[src/rtl/mboot_pkg.sv]
// Shared types and constants for the MBOOT reboot controller and its helpers.
// Holds the FSM state encoding, the status LED codes and the image address type.
package mboot_pkg;

    typedef enum logic [2:0] {
        IDLE      = 3'd0,
        COUNTDOWN = 3'd1,
        SETUP     = 3'd2,
        PULSE     = 3'd3,
        DONE      = 3'd4
    } state_t;

    typedef logic [7:0] addr_t;

    localparam logic [2:0] LED_IDLE = 3'b001;
    localparam logic [2:0] LED_ARM  = 3'b010;
    localparam logic [2:0] LED_BOOT = 3'b100;
    localparam logic [2:0] LED_OFF  = 3'b000;

endpackage

[src/rtl/key_debounce.sv]
// Push-button conditioner: 2-FF synchroniser, stability debouncer and a
// one-cycle pulse on each accepted press (debounced 1->0 transition).
module key_debounce #(
    parameter int DEB_CYCLES = 240000
) (
    input  logic clk,
    input  logic srst,
    input  logic key_raw,
    output logic key_press
);

    localparam int CW = (DEB_CYCLES > 1) ? $clog2(DEB_CYCLES) : 1;
    localparam logic [CW-1:0] CNT_LAST = CW'(DEB_CYCLES - 1);

    logic [1:0]    sync_reg;
    logic [CW-1:0] cnt_reg;
    logic          level_reg;
    logic          press_reg;
    logic          sync_key;

    assign sync_key  = sync_reg[1];
    assign key_press = press_reg;

    always_ff @(posedge clk) begin
        if (srst) begin
            sync_reg <= 2'b11;
        end else begin
            sync_reg <= {sync_reg[0], key_raw};
        end
    end

    // The counter only runs while the input disagrees with the accepted level,
    // so any bounce back to the old level restarts the stability window.
    always_ff @(posedge clk) begin
        if (srst) begin
            cnt_reg   <= '0;
            level_reg <= 1'b1;
            press_reg <= 1'b0;
        end else begin
            press_reg <= 1'b0;
            if (sync_key != level_reg) begin
                if (cnt_reg == CNT_LAST) begin
                    level_reg <= sync_key;
                    cnt_reg   <= '0;
                    press_reg <= ~sync_key;
                end else begin
                    cnt_reg <= cnt_reg + CW'(1);
                end
            end else begin
                cnt_reg <= '0;
            end
        end
    end

endmodule

[src/rtl/mboot_reboot_ctrl.sv]
// Timed, cancellable reboot sequencer for EG_LOGIC_MBOOT in dynamic-address mode.
// Button presses reboot into DEFAULT_ADDR; the request port supplies its own address.
module mboot_reboot_ctrl
    import mboot_pkg::*;
#(
    parameter int          DEB_CYCLES   = 240000,
    parameter int          ARM_CYCLES   = 24000000,
    parameter int          SETUP_CYCLES = 4,
    parameter int          PULSE_CYCLES = 16,
    parameter logic [7:0]  DEFAULT_ADDR = 8'h0A
) (
    input  logic       CLK_IN,
    input  logic       RST,
    input  logic       keyB,
    input  logic       req_valid,
    input  logic [7:0] req_addr,
    output logic       req_ready,
    input  logic       abort,
    output logic [7:0] dynamic_addr,
    output logic       rebootn,
    output logic       busy,
    output logic [2:0] RGB_LED
);

    localparam int MAX_AS = (ARM_CYCLES > SETUP_CYCLES) ? ARM_CYCLES : SETUP_CYCLES;
    localparam int PMAX   = ((MAX_AS > PULSE_CYCLES) ? MAX_AS : PULSE_CYCLES) - 1;
    localparam int PW     = (PMAX > 0) ? $clog2(PMAX + 1) : 1;

    localparam int BLINK_PERIOD = (ARM_CYCLES / 8 > 0) ? ARM_CYCLES / 8 : 1;
    localparam int BW           = (BLINK_PERIOD > 1) ? $clog2(BLINK_PERIOD) : 1;

    localparam logic [PW-1:0] ARM_LAST   = PW'(ARM_CYCLES - 1);
    localparam logic [PW-1:0] SETUP_LAST = PW'(SETUP_CYCLES - 1);
    localparam logic [PW-1:0] PULSE_LAST = PW'(PULSE_CYCLES - 1);
    localparam logic [BW-1:0] BLINK_LAST = BW'(BLINK_PERIOD - 1);

    state_t        state_reg;
    state_t        state_next;
    logic [PW-1:0] phase_reg;
    logic [BW-1:0] blink_cnt_reg;
    logic          blink_reg;
    addr_t         addr_reg;
    logic          key_press;

    key_debounce #(
        .DEB_CYCLES (DEB_CYCLES)
    ) u_key_debounce (
        .clk       (CLK_IN),
        .srst      (RST),
        .key_raw   (keyB),
        .key_press (key_press)
    );

    // State register plus the phase/blink counters and the latched image address.
    always_ff @(posedge CLK_IN) begin
        if (RST) begin
            state_reg     <= IDLE;
            phase_reg     <= '0;
            blink_cnt_reg <= '0;
            blink_reg     <= 1'b0;
            addr_reg      <= DEFAULT_ADDR;
        end else begin
            state_reg <= state_next;

            if (state_next != state_reg) begin
                phase_reg <= '0;
            end else if (state_reg == COUNTDOWN || state_reg == SETUP || state_reg == PULSE) begin
                phase_reg <= phase_reg + PW'(1);
            end

            if (state_reg == COUNTDOWN && state_next == COUNTDOWN) begin
                if (blink_cnt_reg == BLINK_LAST) begin
                    blink_cnt_reg <= '0;
                    blink_reg     <= ~blink_reg;
                end else begin
                    blink_cnt_reg <= blink_cnt_reg + BW'(1);
                end
            end else begin
                blink_cnt_reg <= '0;
                blink_reg     <= 1'b0;
            end

            // A coincident key press is dropped in favour of the explicit request.
            if (state_reg == IDLE && state_next == COUNTDOWN) begin
                addr_reg <= req_valid ? req_addr : DEFAULT_ADDR;
            end
        end
    end

    always_comb begin
        state_next = state_reg;
        case (state_reg)
            IDLE: begin
                if (req_valid || key_press) begin
                    state_next = COUNTDOWN;
                end
            end
            COUNTDOWN: begin
                if (abort || key_press) begin
                    state_next = IDLE;
                end else if (phase_reg == ARM_LAST) begin
                    state_next = SETUP;
                end
            end
            SETUP: begin
                if (phase_reg == SETUP_LAST) begin
                    state_next = PULSE;
                end
            end
            PULSE: begin
                if (phase_reg == PULSE_LAST) begin
                    state_next = DONE;
                end
            end
            DONE: begin
                state_next = DONE;
            end
            default: begin
                state_next = IDLE;
            end
        endcase
    end

    always_comb begin
        req_ready    = (state_reg == IDLE);
        busy         = (state_reg != IDLE);
        rebootn      = (state_reg != PULSE);
        dynamic_addr = addr_reg;
        case (state_reg)
            IDLE:      RGB_LED = LED_IDLE;
            COUNTDOWN: RGB_LED = blink_reg ? LED_OFF : LED_ARM;
            default:   RGB_LED = LED_BOOT;
        endcase
    end

endmodule
[config.mk]
export PLATFORM = sky130hd
export DESIGN_NAME = mboot_reboot_ctrl
export DESIGN_NICKNAME = d
export VERILOG_FILES = /design/src/rtl/mboot_pkg.sv /design/src/rtl/key_debounce.sv /design/src/rtl/mboot_reboot_ctrl.sv
export SDC_FILE = /design/constraint.sdc
export NUM_CORES = 1
export LEC_CHECK = 0
export ABC_AREA = 1
export BUFFER_PORTS_ARGS = -buffer_cell sky130_fd_sc_hd__buf_2
export CAP_MARGIN = 20
export CORE_MARGIN = 2
export CORE_UTILIZATION = 50
export CTS_CLUSTER_SIZE = 40
export DETAILED_ROUTE_END_ITERATION = 8
export HOLD_SLACK_MARGIN = 0.1
export PLACE_DENSITY = 0.77
export SLEW_MARGIN = 20
export SYNTH_ARGS = -nofsm -noshare
export SYNTH_HDL_FRONTEND = slang
export SYNTH_SLANG_ARGS = --single-unit
export TNS_END_PERCENT = 50
[constraint.sdc]
create_clock -name CLK_IN -period 2.1 [get_ports CLK_IN]
set_clock_uncertainty 0.15 [all_clocks]
set_input_delay 0 -clock CLK_IN [delete_from_list [all_inputs] [get_ports CLK_IN]]
set_output_delay 0 -clock CLK_IN [all_outputs]
set_load 0.01 [all_outputs]
# == Yosys cells after proc, flatten, opt, wreduce, memory -nomap -nowiden ==
# Cells that the tools add are included.
# op_classes
n_addsub,3
multipliers,0
div_mod_pow,0
magnitude_cmp,0
eq_ne,13
n_shift,0
muxes,9
bitwise,5
reduce_logical,14
# op_table
op,n
"adder 25 x 1 -> 25 bit, second input constant",1
"equality test 25 x 2 -> 1 bit, second input constant",1
"equality test 25 bit, second input constant",1
"equality test 25 x 4 -> 1 bit, second input constant",1
"adder 22 x 1 -> 22 bit, second input constant",1
"equality test 22 bit, second input constant",1
"adder 18 x 1 -> 18 bit, second input constant",1
"equality test 18 bit, second input constant",1
2-to-1 mux 3 bit,5
one-hot mux 3 bit (5 select lines),1
OR reduction 3 bit,3
2-to-1 mux 8 bit,1
"equality test 3 x 1 -> 1 bit, second input constant",2
"equality test 3 x 2 -> 1 bit, second input constant",2
one-hot mux 3 bit (2 select lines),1
inverter 1 bit,5
logical OR 1 bit,4
OR reduction 2 bit,2
"equality test 3 bit, second input constant",1
zero test 3 bit,1
"inequality test 3 x 2 -> 1 bit, second input constant",1
inequality test 3 bit,1
nonzero test 3 bit,1
logical AND 1 bit,2
3 further kinds,3
# totals
regBits,81
latchBits,0
ram_bits,0
rom_bits,0
inputBits,13
output_inout_bits,14
word_cells,53
n_memories,0

# == Depth between registers and ports, before layout ==
# depth
ltp_word,8
mapped_depth,12
ltp_nobuf,11

# == Cells and area by module ==
# Synthesis repeated with hierarchy kept, for this count alone.
# unflattened
hier_cells,591
area_unflattened_um2,4241.6
# modules_own_cells
module,instances,cells_per_inst,area_per_inst_um2,seq_area_each_um2
mboot_reboot_ctrl,1,440,3146.8,1181.1
key_debounce,1,151,1094.8,440.4

# == Worst setup path after synthesis ==
# No wires, ideal clock.
# synth_path
path_kind,register -> register
start,register u_key_debounce.cnt_reg[0]
end,register u_key_debounce.cnt_reg[17]
setup_ns,0.122
arrival_time_ns,1.463
required_time_ns,1.828
setup_slack_ns,0.365
path_stages_with_launch,10
n_path_buf,1
period_less_slack_ns,1.735
path_cell_list,dfxtp_1 ha_1 nand2_1 nor3_2 nand2_1 nor2_1 inv_1 nand2_1 buf_4 a21oi_1
# synth_via
elab_chain_cells,2
elab_cells_between_ends,3
classes_between,1 x add/sub; 1 x eq/ne; 1 x reduce/logical
# synth_rtl
element,line_no,rtl
from (decl),key_debounce.sv:16,logic [CW-1:0] cnt_reg;
from (signal assigned),key_debounce.sv:47,cnt_reg <= cnt_reg + CW'(1);
branches (longest 2 deep; another with adder 18 x 1 -> 18 bit),n/a,
# Parallel ways; which one is timed is not known.
# A chain may end at the register's enable or synchronous reset.

# == Worst setup path in the final report ==
# layout_path
start,register state_reg[0]
end,register addr_reg[7] (netlist: dynamic_addr[7])
# layout_via
elab_chain_cells,5
elab_cells_between_ends,13
classes_between,5 x eq/ne; 6 x mux; 2 x reduce/logical
# layout_rtl
element,line_no,rtl
from (decl),mboot_reboot_ctrl.sv:37,state_t state_reg;
from (signal assigned),mboot_reboot_ctrl.sv:63,state_reg <= state_next;
2-to-1 mux 3 bit,mboot_reboot_ctrl.sv:101,end else if (phase_reg == ARM_LAST) begin
2-to-1 mux 3 bit,mboot_reboot_ctrl.sv:99,if (abort || key_press) begin
one-hot mux 3 bit (5 select lines),mboot_reboot_ctrl.sv:92,case (state_reg)
equality test 3 x 1 -> 1 bit,mboot_reboot_ctrl.sv:84,if (state_reg == IDLE && state_next == COUNTDOWN) begin
logical AND 1 bit (*),mboot_reboot_ctrl.sv:84,
to (signal assigned),mboot_reboot_ctrl.sv:85,addr_reg <= req_valid ? req_addr : DEFAULT_ADDR;
to (decl),mboot_reboot_ctrl.sv:42,addr_t addr_reg;
# Mark *: on every way between the ends. The rest lies on a longest branch, timed or not.

==> results.cfg <==
[run_status]
status = completed

[power]
power.density_nw_per_um2 = 613
power.total_w = 0.00306
p_leak_nw = 1.79
max-vdd-ir-drop_uv = 370

[timing]
post-route-min-period_ns = 2.02
hold_violations = 0
max_slew_margin = 0.764
worstMarginPinSlew_ns = 0.351
period_share = 0.961
max_clock_freq_ghz = 0.495
finalSetupViolations = 0
slew_violations = 0

[synthesis]
async_flop_share = 0
synth_warnings = 0
syn_nets = 620
synth_top_family_by_area = simple AND/OR/NAND/NOR gates
ys_seq_area_frac = 0.379
synth_enable_flop_cells = 0
yosys.area_share.adder = 0.00877
synthMuxAreaShare = 0.00234
synth-seq-cells = 81
synth-simple-area-share = 0.391
synth_cell_type_count = 35
synth_area_um2 = 4280
syn_inst = 604
synth_xor_area_frac = 0.0798
syn_avg_cell_area_um2 = 7.09
synthFlopType = dfxtp_1
synth_compound_area_frac = 0.0488

[place]
hpwl_um = 6430
io_buffers = 26
place.gp.congestion = 0.871

[setup_path]
rr_startpoint = state_reg[0]
regToRegEndpoint = dynamic_addr[7]
cp-end-kind = register
worstSetupEndpoint = dynamic_addr[7]
cp-start-kind = register
worstPathMaxFanout = 9
cp.required_ns = 2.20
worstPathArrival_ns = 2.12
rrSetupSlack_ns = 0.08
crit_type = reg2reg
ff2ff_path_depth = 7
worstSetupStartpoint = state_reg[0]

[cells_and_area]
syn_to_final_growth_pct = 16.7
n_fill_cell = 711
nets = 673
drive_above_1_share = 0.172
fin_util = 0.605
largest_reg_flops = 25

[floorplan]
die_area_um2 = 9320
initial_utilization = 0.518
die_w_um = 96.5
die_h_um = 96.5
core_area_um2 = 8260
row_count = 33
io_pins = 27

[grt]
antenna_found_initial = 0
grt_pass1_vias = 3648
grt_pass1_wl_um = 15600
grtUsageTotal = 0.210
grt_max_degree = 26
overflow = 0

[routing]
viasPerCell = 5.01
vias = 3851
totalWireLength_um = 9410
drcViolationCount = 0
routedWlPerCell_um = 12.3
ant_nets = 0
detail_route.iter0.violations = 187
drtPass1Iterations = 4

[cts]
numCtsBuffers = 9
cts_buffer_depth = 2
cts_tree = done
clock-sinks = 81
cts_root_buf = clkbuf_8
clock_latency_ns = 0.36
htreeDepth = 3
path_clk_slew_ns = 0.08

[run]
cap_violations = 0

[hold_path]
hp-class = reg2reg
cells in the final DEF, fill, tap and decap left out, types with 19 or more instances in the layout:
cell / Yosys / routed
a21oi_1: 19 / 19
buf_2: 8 / 26
dfxtp_1: 81 / 80
dlygate4sd3_1: 0 / 20
inv_1: 70 / 70
nand2_1: 115 / 115
nand3_1: 36 / 36
nand4_1: 20 / 20
nor2_1: 103 / 103
nor2_2: 27 / 26
nor3_1: 22 / 22
xor2_1: 25 / 25
report_power, final:
part / total, W / leakage, nW / internal (W) / switching, W
Combinational: 0.000209 / 1.01 / 0.0000892 / 0.000119
Sequential: 0.00156 / 0.655 / 0.00155 / 0.0000118
Clock: 0.00129 / 0.116 / 0.000706 / 0.000581
Total: 0.00306 / 1.79 / 0.00235 / 0.000713
repair_timing:
| action | in CTS | in global routing |
|---|---|---|
| setup endpoints to repair | 0 | 32 |
| endpoints found under the hold margin | 45 | 0 |
| hold buffers | 20 | 0 |
| resized for setup | 0 | 5 |
| setup buffers | 0 | 1 |
per-stage QoR:
stage | setup TNS (ns) | worst slack (ns) | instances | area, um^2 | hold slack (ns)
after global routing | -0.00874 | -0.00874 | 767 | 4990 | 0.280
final | 0 | 0.0811 | 768 | 4990 | 0.273
after detailed placement | 0 | 0.0729 | 729 | 4510 | 0.0540
after floorplan | 0 | 0.365 | 604 | 4280 | -0.0462
after CTS | 0 | 0.0271 | 765 | 4940 | 0.258
after global placement | 0 | 0.197 | 729 | 4510 | 0.0459
worst max-delay path, cell delays in order, from the launching register on:
cell and delay [ns]:
dfxtp_1 0.39, nor2_4 0.16, nand2_4 0.09, a21oi_4 0.20
inv_4 0.10, a21oi_1 0.20, dlygate4sd3_1 0.58, nor2_1 0.04
per-layer routing:
metal,vias to the layer above,global-route usage,part of all wire
met3,19,0.0403,0.030
met4,0,0.0915,0.022
met2,62,0.365,0.49
li1,2012,-,-
met1,1758,0.253,0.46
met5,-,0,0
area by class of cell:
cell class / instances / area (um^2) / share of cell area
multi-input combinational: 434 / 2310 / 0.463
sequential: 81 / 1620 / 0.325
timing repair buffer: 54 / 403 / 0.0807
inverter: 77 / 292 / 0.0584
clock buffer: 10 / 138 / 0.0276
tap: 105 / 131 / 0.0263
clock inverter: 6 / 91.3 / 0.0183
antenna: 1 / 2.50 / 0.000501
synth_stat cells (6+ instances only):
master	n	area [um^2]
dfxtp_1	81	1620
nand4_1	20	125
buf_2	8	40.0
inv_1	70	263
nor2_2	27	169
xnor2_1	14	123
nand2_1	115	432
nand3_1	36	180
o21ai_0	9	45.0
xor2_1	25	219
a21oi_1	19	95.1
inv_2	6	22.5
nor3_1	22	110
nor2_1	103	387
worst min path at each step:
stage / slack, ns / depth (start not counted) / from / to
finish: 0.27 / 1 / u_key_debounce.sync_reg[0] / u_key_debounce.sync_reg[1]
global placement: 0.05 / 2 / keyB / u_key_debounce.sync_reg[0]
CTS: 0.26 / 1 / u_key_debounce.sync_reg[0] / u_key_debounce.sync_reg[1]
detailed placement: 0.05 / 2 / keyB / u_key_debounce.sync_reg[0]
floorplan: -0.05 / 1 / keyB / u_key_debounce.sync_reg[0]
global route: 0.28 / 1 / u_key_debounce.sync_reg[0] / u_key_debounce.sync_reg[1]
kinds of logic (layout without fill, tap and decap cells):
group                      Yosys count  count (layout)
AOI/OAI and AO/OA                   35              35
and+or+nand+nor                    355             356
xor gates and xnor gates            39              39
other                                0               1
DFF                                 81              81
adders and majority gates            3               3
muxes                                1               1
buffers and inverters               90             147
Power figures use the tool's default switching activity.
